--- src/rtl/uart_pkg.sv ---
// Shared UART definitions: receiver state encoding, default baud divisor and
// parity-mode constants used by both the receiver and the future transmitter.
package uart_pkg;

  localparam int unsigned DEFAULT_BAUD_DIV = 5208;

  localparam bit PARITY_MODE_EVEN = 1'b0;
  localparam bit PARITY_MODE_ODD  = 1'b1;

  typedef enum logic [2:0] {
    IDLE,
    START,
    DATA,
    PARITY,
    STOP
  } rx_state_t;

  // Width of a down-counter that must hold the value div.
  function automatic int unsigned baud_cnt_width(input int unsigned div);
    return $clog2(div + 1);
  endfunction

endpackage

--- src/rtl/uart_rx_cfg_if.sv ---
// Consumer-side bundle of the UART receiver: received word, flags and the
// acknowledge that clears them.
interface uart_rx_cfg_if #(
  parameter int DATA_BITS = 8
);

  logic                 clr_rdy;
  logic [DATA_BITS-1:0] rx_data;
  logic                 rdy;
  logic                 parity_err;
  logic                 frame_err;
  logic                 overrun;

  // Receiver side: presents the word and flags, accepts the acknowledge.
  modport master (
    output rx_data, rdy, parity_err, frame_err, overrun,
    input  clr_rdy
  );

  // Consumer side: reads the word and flags, drives the acknowledge.
  modport slave (
    input  rx_data, rdy, parity_err, frame_err, overrun,
    output clr_rdy
  );

endinterface

--- src/rtl/uart_baud_cnt.sv ---
// Loadable down-counter. tick is high during the single cycle in which the
// count is 1, so the edge that ends that cycle is the terminal-count edge;
// the count then rests at 0 until reloaded.
module uart_baud_cnt #(
  parameter int WIDTH = 4
) (
  input  logic             clk,
  input  logic             rst_n,
  input  logic             load,
  input  logic [WIDTH-1:0] load_val,
  output logic             tick
);

  logic [WIDTH-1:0] cnt_q, cnt_d;

  // Next count: load wins, otherwise decrement until resting at zero.
  // NOTE: always_comb assigns every output a default first so no path leaves a latch.
  always_comb begin
    cnt_d = cnt_q;
    if (load) begin
      cnt_d = load_val;
    end else if (cnt_q != '0) begin
      cnt_d = cnt_q - WIDTH'(1);
    end
  end

  // Count register.
  // NOTE: sequential state uses <= so every flop samples pre-edge values.
  always_ff @(posedge clk or negedge rst_n) begin
    if (!rst_n) begin
      cnt_q <= '0;
    end else begin
      cnt_q <= cnt_d;
    end
  end

  assign tick = (cnt_q == WIDTH'(1));

endmodule

--- src/rtl/uart_rx_cfg.sv ---
// Configurable UART receiver: two-flop synchroniser, mid-bit sampling FSM with
// false-start rejection, LSB-first shift register, and a registered output
// stage holding the word with parity/framing/overrun flags until acknowledged.
module uart_rx_cfg
  import uart_pkg::*;
#(
  parameter int BAUD_DIV   = int'(DEFAULT_BAUD_DIV),
  parameter int DATA_BITS  = 8,
  parameter int PARITY_EN  = 0,
  parameter int PARITY_ODD = 0,
  parameter int STOP_BITS  = 1
) (
  input  logic          clk,
  input  logic          rst_n,
  input  logic          RX,
  uart_rx_cfg_if.master rx_if
);

  localparam int               CNT_W     = int'(baud_cnt_width(BAUD_DIV));
  localparam logic [CNT_W-1:0] HALF_VAL  = CNT_W'(BAUD_DIV / 2);
  localparam logic [CNT_W-1:0] FULL_VAL  = CNT_W'(BAUD_DIV);
  localparam logic [3:0]       LAST_DATA = 4'(DATA_BITS - 1);
  localparam logic [3:0]       LAST_STOP = 4'(STOP_BITS - 1);
  localparam logic             PAR_MODE  = (PARITY_ODD != 0) ? PARITY_MODE_ODD
                                                             : PARITY_MODE_EVEN;

  // Synchroniser.
  logic [1:0] sync_q, sync_d;
  logic       rx_s;

  // Frame FSM and datapath.
  rx_state_t            state_q, state_d;
  logic [3:0]           bit_cnt_q, bit_cnt_d;
  logic [DATA_BITS-1:0] shift_q, shift_d;
  logic                 perr_acc_q, perr_acc_d;
  logic                 ferr_acc_q, ferr_acc_d;
  logic                 done_q, done_d;

  // Baud counter control.
  logic             cnt_load;
  logic [CNT_W-1:0] cnt_val;
  logic             tick;

  // Output registers.
  logic [DATA_BITS-1:0] rx_data_q, rx_data_d;
  logic                 rdy_q, rdy_d;
  logic                 parity_err_q, parity_err_d;
  logic                 frame_err_q, frame_err_d;
  logic                 overrun_q, overrun_d;

  uart_baud_cnt #(
    .WIDTH(CNT_W)
  ) u_baud_cnt (
    .clk     (clk),
    .rst_n   (rst_n),
    .load    (cnt_load),
    .load_val(cnt_val),
    .tick    (tick)
  );

  // Shift the raw line through two flops before any decision uses it.
  always_comb begin
    sync_d = {sync_q[0], RX};
  end

  assign rx_s = sync_q[1];

  // Synchroniser flops idle high so reset never looks like a start bit.
  always_ff @(posedge clk or negedge rst_n) begin
    if (!rst_n) begin
      sync_q <= 2'b11;
    end else begin
      sync_q <= sync_d;
    end
  end

  // Frame sequencing: each baud tick is one sample point.
  always_comb begin
    state_d    = state_q;
    bit_cnt_d  = bit_cnt_q;
    shift_d    = shift_q;
    perr_acc_d = perr_acc_q;
    ferr_acc_d = ferr_acc_q;
    done_d     = 1'b0;
    cnt_load   = 1'b0;
    cnt_val    = FULL_VAL;

    unique case (state_q)
      IDLE: begin
        if (!rx_s) begin
          state_d    = START;
          cnt_load   = 1'b1;
          cnt_val    = HALF_VAL;
          bit_cnt_d  = '0;
          perr_acc_d = 1'b0;
          ferr_acc_d = 1'b0;
        end
      end

      START: begin
        if (tick) begin
          if (rx_s) begin
            // Line went back high by mid-bit: a glitch, not a start bit.
            state_d = IDLE;
          end else begin
            state_d  = DATA;
            cnt_load = 1'b1;
          end
        end
      end

      DATA: begin
        if (tick) begin
          shift_d  = {rx_s, shift_q[DATA_BITS-1:1]};
          cnt_load = 1'b1;
          if (bit_cnt_q == LAST_DATA) begin
            bit_cnt_d = '0;
            state_d   = (PARITY_EN != 0) ? PARITY : STOP;
          end else begin
            bit_cnt_d = bit_cnt_q + 4'd1;
          end
        end
      end

      PARITY: begin
        if (tick) begin
          perr_acc_d = ((^shift_q) ^ rx_s) != PAR_MODE;
          cnt_load   = 1'b1;
          state_d    = STOP;
        end
      end

      STOP: begin
        if (tick) begin
          if (!rx_s) begin
            ferr_acc_d = 1'b1;
          end
          if (bit_cnt_q == LAST_STOP) begin
            // Leave at mid-bit so the next falling edge is caught promptly.
            state_d = IDLE;
            done_d  = 1'b1;
          end else begin
            bit_cnt_d = bit_cnt_q + 4'd1;
            cnt_load  = 1'b1;
          end
        end
      end

      default: state_d = IDLE;
    endcase
  end

  // FSM, shift register and per-frame accumulators.
  always_ff @(posedge clk or negedge rst_n) begin
    if (!rst_n) begin
      state_q    <= IDLE;
      bit_cnt_q  <= '0;
      shift_q    <= '0;
      perr_acc_q <= 1'b0;
      ferr_acc_q <= 1'b0;
      done_q     <= 1'b0;
    end else begin
      state_q    <= state_d;
      bit_cnt_q  <= bit_cnt_d;
      shift_q    <= shift_d;
      perr_acc_q <= perr_acc_d;
      ferr_acc_q <= ferr_acc_d;
      done_q     <= done_d;
    end
  end

  // Deliver a finished frame, or clear flags on acknowledge; delivery wins.
  always_comb begin
    rx_data_d    = rx_data_q;
    rdy_d        = rdy_q;
    parity_err_d = parity_err_q;
    frame_err_d  = frame_err_q;
    overrun_d    = overrun_q;

    if (done_q) begin
      rx_data_d    = shift_q;
      parity_err_d = perr_acc_q;
      frame_err_d  = ferr_acc_q;
      rdy_d        = 1'b1;
      overrun_d    = rx_if.clr_rdy ? 1'b0 : (rdy_q | overrun_q);
    end else if (rx_if.clr_rdy) begin
      rdy_d        = 1'b0;
      parity_err_d = 1'b0;
      frame_err_d  = 1'b0;
      overrun_d    = 1'b0;
    end
  end

  // Output registers seen by the consumer.
  always_ff @(posedge clk or negedge rst_n) begin
    if (!rst_n) begin
      rx_data_q    <= '0;
      rdy_q        <= 1'b0;
      parity_err_q <= 1'b0;
      frame_err_q  <= 1'b0;
      overrun_q    <= 1'b0;
    end else begin
      rx_data_q    <= rx_data_d;
      rdy_q        <= rdy_d;
      parity_err_q <= parity_err_d;
      frame_err_q  <= frame_err_d;
      overrun_q    <= overrun_d;
    end
  end

  assign rx_if.rx_data    = rx_data_q;
  assign rx_if.rdy        = rdy_q;
  assign rx_if.parity_err = parity_err_q;
  assign rx_if.frame_err  = frame_err_q;
  assign rx_if.overrun    = overrun_q;

endmodule

--- src/flat_wrapper.sv ---
// flat-port wrapper written by rule: the top's interface ports become plain ports
module uart_rx_cfg_flat import uart_pkg::*;
#(
  parameter int BAUD_DIV   = int'(DEFAULT_BAUD_DIV),
  parameter int DATA_BITS  = 8,
  parameter int PARITY_EN  = 0,
  parameter int PARITY_ODD = 0,
  parameter int STOP_BITS  = 1
)
  (clk, rst_n, RX, rx_if_rx_data, rx_if_rdy, rx_if_parity_err, rx_if_frame_err, rx_if_overrun, rx_if_clr_rdy);
  uart_rx_cfg_if #(.DATA_BITS(DATA_BITS)) rx_if_i ();
  input  logic clk;
  input  logic rst_n;
  input  logic RX;
  output wire logic [$bits(rx_if_i.rx_data)-1:0] rx_if_rx_data;
  output wire logic [$bits(rx_if_i.rdy)-1:0] rx_if_rdy;
  output wire logic [$bits(rx_if_i.parity_err)-1:0] rx_if_parity_err;
  output wire logic [$bits(rx_if_i.frame_err)-1:0] rx_if_frame_err;
  output wire logic [$bits(rx_if_i.overrun)-1:0] rx_if_overrun;
  input wire logic [$bits(rx_if_i.clr_rdy)-1:0] rx_if_clr_rdy;
  assign rx_if_rx_data = rx_if_i.rx_data;
  assign rx_if_rdy = rx_if_i.rdy;
  assign rx_if_parity_err = rx_if_i.parity_err;
  assign rx_if_frame_err = rx_if_i.frame_err;
  assign rx_if_overrun = rx_if_i.overrun;
  assign rx_if_i.clr_rdy = rx_if_clr_rdy;
  uart_rx_cfg #(.BAUD_DIV(BAUD_DIV), .DATA_BITS(DATA_BITS), .PARITY_EN(PARITY_EN), .PARITY_ODD(PARITY_ODD), .STOP_BITS(STOP_BITS)) u_core (.clk(clk), .rst_n(rst_n), .RX(RX), .rx_if(rx_if_i));
endmodule
--- config.mk ---
export PLATFORM = sky130hd
export DESIGN_NAME = uart_rx_cfg_flat
export DESIGN_NICKNAME = d
export VERILOG_FILES = /design/src/rtl/uart_pkg.sv /design/src/rtl/uart_rx_cfg_if.sv /design/src/rtl/uart_baud_cnt.sv /design/src/rtl/uart_rx_cfg.sv /design/src/flat_wrapper.sv
export SDC_FILE = /design/constraint.sdc
export NUM_CORES = 1
export LEC_CHECK = 0
export ABC_AREA = 1
export CORE_MARGIN = 2
export CORE_UTILIZATION = 45
export CTS_CLUSTER_DIAMETER = 120
export DETAILED_ROUTE_END_ITERATION = 7
export HOLD_SLACK_MARGIN = 0.06
export PLACE_DENSITY_LB_ADDON = 0.05
export SYNTH_ARGS = -nofsm -noshare
export SYNTH_HDL_FRONTEND = slang
export SYNTH_SLANG_ARGS = --single-unit
--- constraint.sdc ---
create_clock -name clk -period 3.4 [get_ports clk]
set_clock_uncertainty 0.05 [all_clocks]
set_input_delay 0.68 -clock clk [delete_from_list [all_inputs] [get_ports clk]]
set_output_delay 0.68 -clock clk [all_outputs]
set_load 0.02 [all_outputs]
==> summary.txt, run 1 <==
Floorplanning
  – IO Pins: 16
  – Die width: 77.4 um
  – Initial core utilization: between 40 and 50%
  – Row cnt: 26
  – Die Y: slightly below 80 um
  – Die area: 0.00599 mm^2
  – Core ar.: just over 0.005 mm^2

Finish
  – Commonest non-fill, non-tap cell in the layout: nand2_1
  – Number of diodes: 0
  – Layout cells sized above 1: between 10% and 20%
  – Fin cells: between 300 and 400
  – Nets@finish: roughly 330
  – Most frequent cells in the layout: 93 x nand2_1, 43 x dfrtp_1, 32 x nor2_1
  – Final Util: a little over half
  – P&R area growth vs syn: 13.2%

Clock tree
  – Setup bufs post-CTS: 0
  – H-tree depth: 2
  – CTS tree: built
  – Resized cells post-CTS: 0
  – Max Buffers Root-to-Sink: 2
  – Sink Count: 45
  – Total CTS buffers: 5
  – Root Driver: clkbuf_8
  – Register clock-pin slew on the reported worst setup and hold paths: ~0.090 ns
  – Skew-Pair Late Insertion Delay: 0.31 ns
  – Hold buffers post-CTS: 0

Synthesis
  – Seq cells post-synth: 45
  – Mean area per synthesized cell: about 8 um^2
  – EDFF count, synth: 0
  – Synth top area share: approximately 44%
  – Dominant cells by area after synthesis: dfrtp_1 44%, nand2_1 14%, nor2_1 5.0%
  – Syn Nets: between 300 and 400
  – Yosys warns: 0
  – Cell taking the most area after synthesis: dfrtp_1
  – Sequential share of the synthesized area: 46.5%
  – Asr flop ratio synth: 100%
  – Post-synth cell types: 33
  – Synth Instances: 304
  – Post-Syn Area: roughly 0.0024 mm^2
  – Top FF cell, synth: dfrtp_1

Worst setup path
  – Reg2Reg Depth: 9
  – Reg2reg end: u_core.u_baud_cnt.cnt_q[12]
  – Max FO, Critical Path: 2
  – Crit path required time: ~2.7 ns
  – CP max stage delay: a little over 0.6 ns
  – CP startpoint kind: register
  – R2R Path Start: u_core.u_baud_cnt.cnt_q[0]
  – Cell family with most CP delay: buffers and inverters
  – Critical-path cell list: clkdlybuf4s50_1
  – CP max-delay cell: clkdlybuf4s50_1
  – Reg2Reg Setup Slack: around 1.7 ns
  – Critical path class: reg2out
  – Worst Path Buf+Inv: 1
  – WP data arrival: ~1.3 ns
  – Worst setup EP type: output port

STA
  – Setup TNS: 0 ns
  – Final WS setup: roughly 1.4 ns
  – Fin. max-slew vios: 0
  – Final hold violations: 0
  – Hold WS: 0.309 ns
  – Setup violators final: 0
  – Fmax: 497 MHz
  – Period utilization: 59.1%
  – RSZ-0062 raised after global routing: false
  – Rel. slew slack: approximately a third
  – Fin crit period: roughly 2.0 ns
  – Least-Margin Pin Slew: between 0.9 and 1 ns

GRT
  – Largest net degree at the start of global routing: 46
  – Vias in the first global route: between 1500 and 2000
  – GR Util All Layers: around 17%
  – Grt total ovfl: 0
  – First-pass GRT wire length: 8090 um
  – Initial antenna violation count: 0

Route
  – 1st-iter DRT viols: about 110
  – Final WL: 4740 um
  – Drt pass-1 iters: 4
  – Final antenna-violating net count: 0
  – Via-to-Cell Ratio: 4.90
  – Vias: around 1900
  – Routed wire length per instance: roughly 12 um
  – Residual DRC: 0

Worst hold path
  – Worst hold-check path type: reg2reg
  – Hold Path Sink: u_core.sync_q[1]
  – Hold Crit Depth: 0
  – Hold wc startpoint: u_core.sync_q[0]

Power and ir drop
  – Leak pwr: ~1.4 nW
  – Pwr/cell area: approximately 330 mW/mm^2
  – Worst IR Drop VDD: ~0.00019 V

Placement
  – Pre-CTS setup slack: about 1.7 ns
  – Placed cells: 388
  – Buffers on Ports: 15
  – Final GP Congestion: 0.824
  – DP HPWL: between 3000 and 4000 um

Status
  – Outcome: complete, no violations

Run
  – Max Cap Viol: 0
-- kinds of logic (layout without fill, tap and decap cells) --
family / after synthesis / in the layout / share of synthesized area [%]
AOI/OAI and AO/OA: 33 / 33 / 7.17
buffers and inverters: 37 / 59 / 5.93
adders and majority gates: 5 / 5 / 2.58
and+or+nand+nor: 175 / 175 / 34.6
DFF: 45 / 45 / 46.5
xor gates and xnor gates: 9 / 9 / 3.25
-- report_power, final --
part	switching [W]	internal, W	leakage [nW]	total, W
clock	0.000198	0.000146	0.0445	0.000344
sequential	0.00000121	0.000537	0.577	0.000538
combinational	0.0000137	0.00000389	0.736	0.0000175
total	0.000213	0.000687	1.36	0.000899
-- routing by layer --
metal	vias to the layer above	track usage, %	wire length [um]
met5	-	0	0
met4	0	6.96	66
met3	5	2.56	134
met2	28	27.0	2190
met1	913	23.0	2340
li1	996	-	-
-- layout make-up --
| cell class | count | area [um^2] |
|---|---|---|
| Timing Repair Buffer | 15 | 145 |
| Clock buffer | 5 | 68.8 |
| Sequential cell | 45 | 1130 |
| Clock inverter | 3 | 21.3 |
| Fill cell | 512 | 2390 |
| Tap cell | 70 | 87.6 |
| Multi-Input combinational cell | 222 | 1150 |
| Inverter | 36 | 140 |
-- flip-flops by register name (all words and copies together) (netlist names), 2 cells and up --
register	count
u_core.u_baud_cnt.cnt_q	13
u_core.rx_if.rx_data	8
u_core.shift_q	8
u_core.bit_cnt_q	4
u_core.state_q	3
u_core.sync_q	2
-- how the worst max path moves through the flow --
stage,to,from,cells after the start
after floorplan,u_core.bit_cnt_q[0],u_core.u_baud_cnt.cnt_q[1],11
after global placement,u_core.u_baud_cnt.cnt_q[12],u_core.u_baud_cnt.cnt_q[0],9
after detailed placement,u_core.u_baud_cnt.cnt_q[12],u_core.u_baud_cnt.cnt_q[0],9
after CTS,rx_if_rx_data[6],u_core.rx_if.rx_data[6],1
after global routing,rx_if_rx_data[6],u_core.rx_if.rx_data[6],1
final,rx_if_rx_data[6],u_core.rx_if.rx_data[6],1
-- Yosys cell counts (2+ instances only) --
library cell  number
nand2_1           93
dfrtp_1           43
nor2_1            32
inv_1             27
nand3_1           21
o21ai_0           17
a21oi_1            8
inv_2              7
nand2_2            6
ha_1               5
o21ai_1            5
xnor2_1            5
nand2_4            4
nor2_4             4
xor2_1             4
nor3_1             3
dfstp_2            2
inv_4              2
nor3b_2            2
-- stage by stage --
stage	cell area (um^2)	total power, W
2_1_floorplan	2430	0.000553
3_3_place_gp	2660	0.000567
3_5_place_dp	2660	0.000568
4_1_cts	2750	0.000913
5_1_grt	2750	0.000936
6_report	2750	0.000899
(Power assumes the default switching activity.)
==> run 2: changes to the inputs <==
==> constraint.sdc (replaced) <==
create_clock -name clk -period 1.9 [get_ports clk]
set_clock_uncertainty 0.05 [all_clocks]
set_input_delay 0.38 -clock clk [delete_from_list [all_inputs] [get_ports clk]]
set_output_delay 0.38 -clock clk [all_outputs]
set_load 0.02 [all_outputs]
==> summary.txt, run 2 (synthesis results as in run 1) <==
Status
  – Outcome: complete, no violations

Route
  – Routed wire length per instance: roughly 12 um
  – 1st-iter DRT viols: 118
  – Via-to-Cell Ratio: around 4.8
  – Drt pass-1 iters: 4
  – Residual DRC: 0
  – Vias: around 1900
  – Final antenna-violating net count: 0
  – Final WL: between 4000 and 5000 um

Floorplanning
  – Core ar.: a little over 0.005 mm^2
  – Die area: between 0.005 and 0.006 mm^2
  – IO Pins: 16
  – Die Y: a little under 80 um
  – Initial core utilization: between 40% and 50%
  – Row cnt: 26
  – Die width: ~77 um

Finish
  – Largest register FFs: 13
  – Number of diodes: 0
  – Layout cells sized above 1: between 10% and 20%
  – Commonest non-fill, non-tap cell in the layout: nand2_1
  – Most frequent cells in the layout: 93 x nand2_1, 43 x dfrtp_1, 32 x nor2_1
  – FILL cells: roughly 500
  – Fin area: about 0.0028 mm^2
  – Largest Register: u_core.u_baud_cnt.cnt_q
  – P&R area growth vs syn: 13.8%
  – Nets@finish: 336
  – Final Util: 53.7%

GRT
  – Grt total ovfl: 0
  – Vias in the first global route: approximately 1800
  – First-pass GRT wire length: roughly 8600 um
  – Initial antenna violation count: 0
  – Largest net degree at the start of global routing: 46
  – GR Util All Layers: between 15 and 20%

STA
  – Final hold violations: 0
  – Fin. max-slew vios: 0
  – Setup TNS: 0 ns
  – Setup violators final: 0
  – Least-Margin Pin Slew: between 0.5 and 0.6 ns
  – Period utilization: 90.3%
  – Fmax: around 580 MHz
  – Fin crit period: ~1.7 ns
  – Rel. slew slack: a little over three fifths
  – RSZ-0062 raised after global routing: false
  – Final WS setup: 0.184 ns

Clock tree
  – Register clock-pin slew on the reported worst setup and hold paths: approximately 0.090 ns
  – Total CTS buffers: 5
  – Skew-Pair Late Insertion Delay: ~0.31 ns
  – Hold buffers post-CTS: 0
  – CTS tree: built
  – Root Driver: clkbuf_8
  – Setup bufs post-CTS: 0
  – H-tree depth: 2
  – Sink Count: 45
  – Max Buffers Root-to-Sink: 2
  – Resized cells post-CTS: 0

Worst setup path
  – Worst setup EP type: output port
  – CP max-delay cell: clkdlybuf4s50_1
  – Max FO, Critical Path: 2
  – CP startpoint kind: register
  – Worst Path Buf+Inv: 1
  – Cell family with most CP delay: buffers and inverters
  – Crit path required time: between 1 and 1.5 ns
  – WP data arrival: 1.29 ns
  – CP max stage delay: between 0.6 and 0.7 ns
  – Critical path class: reg2out
  – Critical-path cell list: clkdlybuf4s50_1

Power and ir drop
  – Worst IR Drop VDD: ~0.00034 V
  – Pwr/cell area: between 500 and 600 mW/mm^2
  – Total Power: around 0.0016 W
  – Leak pwr: approximately 1.4 nW

Placement
  – Pre-CTS setup slack: around 0.24 ns
  – Buffers on Ports: 15
  – DP HPWL: ~3500 um
  – Post-DP Area: between 0.002 and 0.003 mm^2
  – Final GP Congestion: ~0.83

Run
  – Max Cap Viol: 0

Worst hold path
  – Worst hold-check path type: in2async
## run 2: where the power goes
part	internal (W)	switching [W]
clock	0.000258	0.000359
combinational	0.00000828	0.0000249
sequential	0.000961	0.00000201
## run 2: layout make-up
class | count | area [um^2] | share of cell area (%)
clock buffer | 5 | 68.8 | 2.49
inverter | 36 | 140 | 5.07
sequential | 45 | 1130 | 40.9
timing repair buffer | 17 | 160 | 5.80
clock inverter | 3 | 22.5 | 0.816
multi-input combinational | 222 | 1150 | 41.8
tap | 70 | 87.6 | 3.17
## run 2: metrics by stage
step                      instances  hold WS (ns)
after CTS                       398         0.117
after floorplan                 304        0.0344
after detailed placement        390         0.297
after global routing            398         0.146
final                           398        0.0972
after global placement          390         0.296
## run 2: per-layer routing
metal / track usage (%) / vias up / wire [um]
met4: 6.43 / 0 / 70
met1: 24.7 / 874 / 2450
li1: - / 1003 / -
met2: 28.0 / 27 / 2080
met3: 3.49 / 5 / 135
met5: 0 / - / 0
## run 2: worst paths after layout
kind	startpoint	endpoint	slack (ns)	cells past startpoint
min in group clk	u_core.sync_q[0]	u_core.sync_q[1]	0.31	0
setup / recovery	u_core.rx_if.rx_data[4]	rx_if_rx_data[4]	0.18	1
hold reg to reg	u_core.sync_q[0]	u_core.sync_q[1]	0.31	0
max in group asynchronous	rst_n	u_core.shift_q[2]	1.33	2
hold / removal	rst_n	u_core.shift_q[1]	0.1	2
setup reg to reg	u_core.u_baud_cnt.cnt_q[1]	u_core.bit_cnt_q[0]	0.23	11
